--- src/rtl/sram_arbiter_pkg.sv ---
// Shared definitions for the two-requester SRAM arbiter.
// No logic of its own; state encoding and requester count live here.
// Imported by sram_arbiter and rr_arb2.
package sram_arbiter_pkg;

  // Number of requesters sharing the SRAM port.
  localparam int NUM_REQ = 2;

  // Lock ownership state: nobody holds the SRAM, or requester 0/1 does.
  typedef enum logic [1:0] {
    IDLE = 2'd0,
    OWN0 = 2'd1,
    OWN1 = 2'd2
  } arb_state_t;

  // Index of the granted requester for a one-hot (or zero) grant vector.
  // Only meaningful when the grant vector is non-zero.
  function automatic logic gnt_idx(input logic [NUM_REQ-1:0] gnt);
    return gnt[1];
  endfunction

endpackage

--- src/rtl/sram_arbiter_rr_arb2.sv ---
// 2-way round-robin arbiter with lock-holder priority.
// Latency: purely combinational, request to grant in the same cycle.
// Backpressure: a losing requester simply sees no grant and must retry.
import sram_arbiter_pkg::*;

module rr_arb2 (
  input  logic [NUM_REQ-1:0] i_req,
  input  logic [NUM_REQ-1:0] i_hold,
  input  logic               i_last,
  output logic [NUM_REQ-1:0] o_gnt
);

  // Lock holder wins outright; a tie goes to whoever did not win last;
  // otherwise the sole requester (if any) is granted.
  always_comb begin
    o_gnt = '0;
    if (i_hold[0]) begin
      o_gnt = 2'b01;
    end else if (i_hold[1]) begin
      o_gnt = 2'b10;
    end else if (i_req == 2'b11) begin
      o_gnt = i_last ? 2'b01 : 2'b10;
    end else begin
      o_gnt = i_req;
    end
  end

endmodule

--- src/rtl/sram_arbiter.sv ---
// Shares one synchronous single-port SRAM between two requesters, with lock.
// Latency: grant 0 cycles after request, read data 1 cycle after grant.
// Backpressure: requests are not queued; an ungranted requester holds REQ.
import sram_arbiter_pkg::*;

module sram_arbiter #(
  parameter int ADDRWIDTH = 16
) (
  input  logic                 PCLK,
  input  logic                 PRESETn,
  // Requester 0
  input  logic                 REQ0,
  input  logic [ADDRWIDTH-3:0] ADDR0,
  input  logic [3:0]           WEN0,
  input  logic [31:0]          WDATA0,
  input  logic                 LOCK0,
  output logic                 GNT0,
  output logic                 RVALID0,
  output logic [31:0]          RDATA0,
  // Requester 1
  input  logic                 REQ1,
  input  logic [ADDRWIDTH-3:0] ADDR1,
  input  logic [3:0]           WEN1,
  input  logic [31:0]          WDATA1,
  input  logic                 LOCK1,
  output logic                 GNT1,
  output logic                 RVALID1,
  output logic [31:0]          RDATA1,
  // SRAM port
  input  logic [31:0]          SRAMRDATA,
  output logic [ADDRWIDTH-3:0] SRAMADDR,
  output logic [3:0]           SRAMWEN,
  output logic [31:0]          SRAMWDATA,
  output logic                 SRAMCS
);

  localparam int AW = ADDRWIDTH - 2;

  arb_state_t         r_state;
  arb_state_t         w_state_nxt;
  logic               r_last;
  logic               r_rd_pend;
  logic               r_rd_idx;

  logic [NUM_REQ-1:0] w_req;
  logic [NUM_REQ-1:0] w_hold;
  logic [NUM_REQ-1:0] w_arb_gnt;
  logic [NUM_REQ-1:0] w_gnt;
  logic               w_gnt_any;
  logic               w_rd_grant;
  logic               w_rv0;
  logic               w_rv1;

  assign w_req = {REQ1, REQ0};

  // The lock only keeps priority while its owner keeps both REQ and LOCK
  // high; dropping either hands the cycle back to round-robin at once.
  assign w_hold[0] = (r_state == OWN0) && REQ0 && LOCK0;
  assign w_hold[1] = (r_state == OWN1) && REQ1 && LOCK1;

  rr_arb2 u_arb (
    .i_req  (w_req),
    .i_hold (w_hold),
    .i_last (r_last),
    .o_gnt  (w_arb_gnt)
  );

  // Grants are suppressed during reset so every SRAM-side output reads zero.
  assign w_gnt     = w_arb_gnt & {NUM_REQ{PRESETn}};
  assign w_gnt_any = |w_gnt;
  assign GNT0      = w_gnt[0];
  assign GNT1      = w_gnt[1];

  // Chip select follows raw requests, even when nothing is granted.
  assign SRAMCS = REQ0 | REQ1;

  // Steer the granted requester onto the SRAM bus; idle bus is all zeros.
  always_comb begin
    SRAMADDR  = '0;
    SRAMWEN   = '0;
    SRAMWDATA = '0;
    if (w_gnt[0]) begin
      SRAMADDR  = ADDR0;
      SRAMWEN   = WEN0;
      SRAMWDATA = WDATA0;
    end else if (w_gnt[1]) begin
      SRAMADDR  = ADDR1;
      SRAMWEN   = WEN1;
      SRAMWDATA = WDATA1;
    end
  end

  assign w_rd_grant = w_gnt_any && (SRAMWEN == 4'd0);

  // Lock ownership register.
  always_ff @(posedge PCLK or negedge PRESETn) begin
    if (!PRESETn) begin
      r_state <= IDLE;
    end else begin
      r_state <= w_state_nxt;
    end
  end

  // Next-state: a grant with LOCK takes (or keeps) ownership; anything else
  // falls back to IDLE. The owner's own grant is guaranteed while it holds.
  always_comb begin
    w_state_nxt = IDLE;
    case (r_state)
      IDLE: begin
        if (w_gnt[0] && LOCK0) begin
          w_state_nxt = OWN0;
        end else if (w_gnt[1] && LOCK1) begin
          w_state_nxt = OWN1;
        end
      end
      OWN0: begin
        if (REQ0 && LOCK0) begin
          w_state_nxt = OWN0;
        end else if (w_gnt[1] && LOCK1) begin
          w_state_nxt = OWN1;
        end
      end
      OWN1: begin
        if (REQ1 && LOCK1) begin
          w_state_nxt = OWN1;
        end else if (w_gnt[0] && LOCK0) begin
          w_state_nxt = OWN0;
        end
      end
      default: w_state_nxt = IDLE;
    endcase
  end

  // Remember the last winner for round-robin; reset value favours req 0.
  always_ff @(posedge PCLK or negedge PRESETn) begin
    if (!PRESETn) begin
      r_last <= 1'b1;
    end else if (w_gnt_any) begin
      r_last <= gnt_idx(w_gnt);
    end
  end

  // Track a read issued this cycle so its data is routed back next cycle.
  always_ff @(posedge PCLK or negedge PRESETn) begin
    if (!PRESETn) begin
      r_rd_pend <= 1'b0;
      r_rd_idx  <= 1'b0;
    end else begin
      r_rd_pend <= w_rd_grant;
      if (w_rd_grant) begin
        r_rd_idx <= gnt_idx(w_gnt);
      end
    end
  end

  // Only the requester that issued the read sees data; the other reads zero.
  assign w_rv0   = r_rd_pend && !r_rd_idx;
  assign w_rv1   = r_rd_pend &&  r_rd_idx;
  assign RVALID0 = w_rv0;
  assign RVALID1 = w_rv1;
  assign RDATA0  = w_rv0 ? SRAMRDATA : 32'd0;
  assign RDATA1  = w_rv1 ? SRAMRDATA : 32'd0;

endmodule
--- config.mk ---
export PLATFORM = sky130hd
export DESIGN_NAME = sram_arbiter
export DESIGN_NICKNAME = d
export VERILOG_FILES = /design/src/rtl/sram_arbiter_pkg.sv /design/src/rtl/sram_arbiter_rr_arb2.sv /design/src/rtl/sram_arbiter.sv
export SDC_FILE = /design/constraint.sdc
export NUM_CORES = 1
export LEC_CHECK = 0
export ABC_CLOCK_PERIOD_IN_PS = 5950
export CAP_MARGIN = 20
export CELL_PAD_IN_SITES_DETAIL_PLACEMENT = 0
export CELL_PAD_IN_SITES_GLOBAL_PLACEMENT = 2
export CORE_ASPECT_RATIO = 1.2
export CORE_UTILIZATION = 10
export CTS_CLUSTER_DIAMETER = 80
export DETAILED_ROUTE_END_ITERATION = 10
export PLACE_DENSITY_LB_ADDON = 0.2
export SKIP_CTS_REPAIR_TIMING = 1
export SLEW_MARGIN = 25
export SYNTH_ARGS = -nofsm -noshare
export SYNTH_HDL_FRONTEND = slang
export SYNTH_SLANG_ARGS = --single-unit
--- constraint.sdc ---
create_clock -name PCLK -period 5.95 [get_ports PCLK]
set_input_delay 0.595 -clock PCLK [delete_from_list [all_inputs] [get_ports PCLK]]
set_output_delay 0.595 -clock PCLK [all_outputs]
set_load 0.05 [all_outputs]
==> impl_metrics.env <==
export IMPL_outcome="finished clean"
export IMPL_viasPerCell=4.12
export IMPL_dr_pass1_iters=4
export IMPL_fmax_ghz=0.251
export IMPL_yosysTopAreaCell="a22o_1"
export IMPL_finalNetCount=563
export IMPL_grt_pass1_vias=2431
export IMPL_cp_endpoint="SRAMWDATA[23]"
export IMPL_io_buffers=256
export IMPL_wl_per_cell_um=15.3
export IMPL_drc=0
export IMPL_worst_slew_pin_slew_ns=0.919
export IMPL_hold_viol=0
export IMPL_ios=257
export IMPL_fill_cells=1346
export IMPL_register_area_um2=126
export IMPL_pwr_share_clk=0.187
export IMPL_setup_violations=0
export IMPL_finClkSkew_ns=0.00140
export IMPL_min_period_over_period=0.669
export IMPL_cts_buffers=3
export IMPL_rsz0062_at_grt="false"
export IMPL_postSynthAreaPerCell_um2=7.27
export IMPL_die_y_um=127
export IMPL_worstSetupEndpointType="output port"
export IMPL_use_met3=0.0432
export IMPL_finalMaxSlewViolations=0
export IMPL_drive_above_1_share=0.0259
export IMPL_antennaDiodeCount=0
export IMPL_finalWirelength_um=8980
export IMPL_use_met1=0.138
export IMPL_ys_warn_count=0
export IMPL_grt_ovfl_total=0
export IMPL_switching_share=0.462
export IMPL_startpoint_type="primary input"
export IMPL_drtIter0Drc=81
export IMPL_r2r_cells=6
export IMPL_clk_pin_slew_ns=0.03
export IMPL_cp_required_ns=5.36
export IMPL_internal_power_mw=0.312
export IMPL_track_usage=0.124
export IMPL_syn_nets=317
export IMPL_cap_violations=0
export IMPL_dieArea_um2=13500
export IMPL_rows=45
export IMPL_reg2reg_from="r_state[0]"
export IMPL_tns_ns=0
export IMPL_multi_input_area_um2=1080
export IMPL_via_count=2425
export IMPL_critPathKind="in -> out"
export IMPL_r2r_slack_ns=3.55
export IMPL_vdd_drop_max_uv=79.4
export IMPL_area_growth_pct=216
export IMPL_grt_pass1_wl_um=13100
export IMPL_synth_top_area_frac=0.316
export IMPL_synth_area_um2=1300
export IMPL_leakage_nw=1.65
export IMPL_synth_cell_types=29
export IMPL_cts_htree_levels=1
export IMPL_synth_main_ff_cell="dfrtp_1"
export IMPL_synthArstFlopShare=1.00
export IMPL_ys_ff_latch=5
export IMPL_use_met2=0.229
export IMPL_busiest_layer="met2"
export IMPL_die_w_um=106
export IMPL_fin_crit_ns=3.98
export IMPL_ant_nets=0
export IMPL_grt_max_degree=52
export IMPL_gp_congestion=0.710
export IMPL_cp_startpoint="PRESETn"
export IMPL_pwr_share_comb=0.708
export IMPL_ys_top_cells_by_count="47 x a22o_1, 35 x and2_1, 32 x and3_1"
export IMPL_synth_cells=179
export IMPL_reg2reg_to="r_rd_idx"
export IMPL_hold_path_class="reg -> reg"
export IMPL_synth_edf_count=0
export IMPL_maxSlewHeadroom=0.388
export IMPL_initial_utilization=0.103
export IMPL_switchingPower_mw=0.268
export IMPL_core_um2=12700
export IMPL_synth_most_common_cell="a22o_1"
export IMPL_hpwl_um=7510
export IMPL_synthTopCellsByArea="a22o_1 32%, and2_1 17%, and3_1 15%"
export IMPL_cts_sinks=5
export IMPL_cts_max_path_buffers=2
export IMPL_seq_power_share=0.105
export IMPL_cp_max_fo=51
export IMPL_clockRootBuffer="clkbuf_16"
export IMPL_antenna_found_initial=0
export IMPL_total_power_mw=0.580
export IMPL_p_per_area_nw_per_um2=141
export IMPL_yosysSeqAreaShare=0.0971
export IMPL_clock_latency_ns=0.22
export IMPL_cp_arrival_ns=3.39
export IMPL_cts_tree="yes"
-- logic make-up (layout without fill, tap and decap cells) --
family	after synthesis	in the layout	synth area share
buffers and inverters	24	269	0.0692
and+or+nand+nor	83	83	0.387
AOI/OAI and AO/OA	66	66	0.437
muxes	1	1	0.00865
DFF	5	5	0.0971
-- sequential cells by signal, indices dropped and copies added, names as in the netlist --
| register | flops |
|---|---|
| r_state | 2 |
| r_last | 1 |
| r_rd_pend | 1 |
| r_rd_idx | 1 |
-- cell type report --
cell class | instances | area share
Inverter | 5 | 0.00457
Tap cell | 164 | 0.0500
Multi-Input combinational cell | 150 | 0.264
Clock buffer | 4 | 0.0192
Sequential cell | 5 | 0.0308
Timing Repair Buffer | 260 | 0.631
-- metrics by stage --
step | instance area (um2) | instances | worst slack, ns | hold WS (ns) | utilization
finish | 4110 | 588 | 1.97 | 0.517 | 0.324
global placement | 4030 | 584 | 1.71 | 0.513 | 0.318
CTS | 4110 | 588 | 1.73 | 0.518 | 0.324
floorplan | 1300 | 179 | 2.96 | 0.299 | -
global route | 4110 | 588 | 1.75 | 0.544 | 0.324
detailed placement | 4030 | 584 | 1.73 | 0.512 | 0.318
-- worst min path at each step --
stage / startpoint / to / slack [ns] / cells after the start
6_report: r_last / r_last / 0.52 / 2
5_1_grt: r_last / r_last / 0.54 / 2
4_1_cts: r_last / r_last / 0.52 / 2
3_5_place_dp: r_last / r_last / 0.51 / 2
3_3_place_gp: r_last / r_last / 0.51 / 2
2_1_floorplan: PRESETn / r_rd_idx / 0.30 / 0
-- power groups by stage --
stage / Sequential (mW) / Combinational, mW / Clock [mW]
floorplan: 0.0461 / 0.232 / 0
global placement: 0.0624 / 0.415 / 0
detailed placement: 0.0611 / 0.413 / 0
CTS: 0.0608 / 0.415 / 0.110
global route: 0.0628 / 0.433 / 0.114
finish: 0.0609 / 0.411 / 0.108
-- per-layer routing --
metal | vias up | share of wire | wire length (um)
li1 | 1177 | - | -
met1 | 1062 | 0.38 | 3370
met2 | 184 | 0.50 | 4450
met3 | 2 | 0.12 | 1120
met4 | 0 | 0.0032 | 29
met5 | - | 0 | 0
-- placed cells by master, fill, tap and decap left out, types with 2 or more instances in the layout --
cell,instances
and2_1,35
a21o_1,2
a211oi_1,2
buf_4,4
a22o_1,47
nand2_1,6
o21ai_0,2
inv_1,5
nor2_1,3
dfrtp_1,4
a21oi_1,4
a22oi_1,2
clkbuf_16,3
clkdlybuf4s50_1,256
and3_1,32
-- critical path: stages --
cell,delay [ns]
clkdlybuf4s50_1,0.66
inv_1,0.23
a2111oi_4,0.30
buf_4,0.49
a22o_1,0.23
clkdlybuf4s50_1,0.82
(Power assumes the default switching activity.)
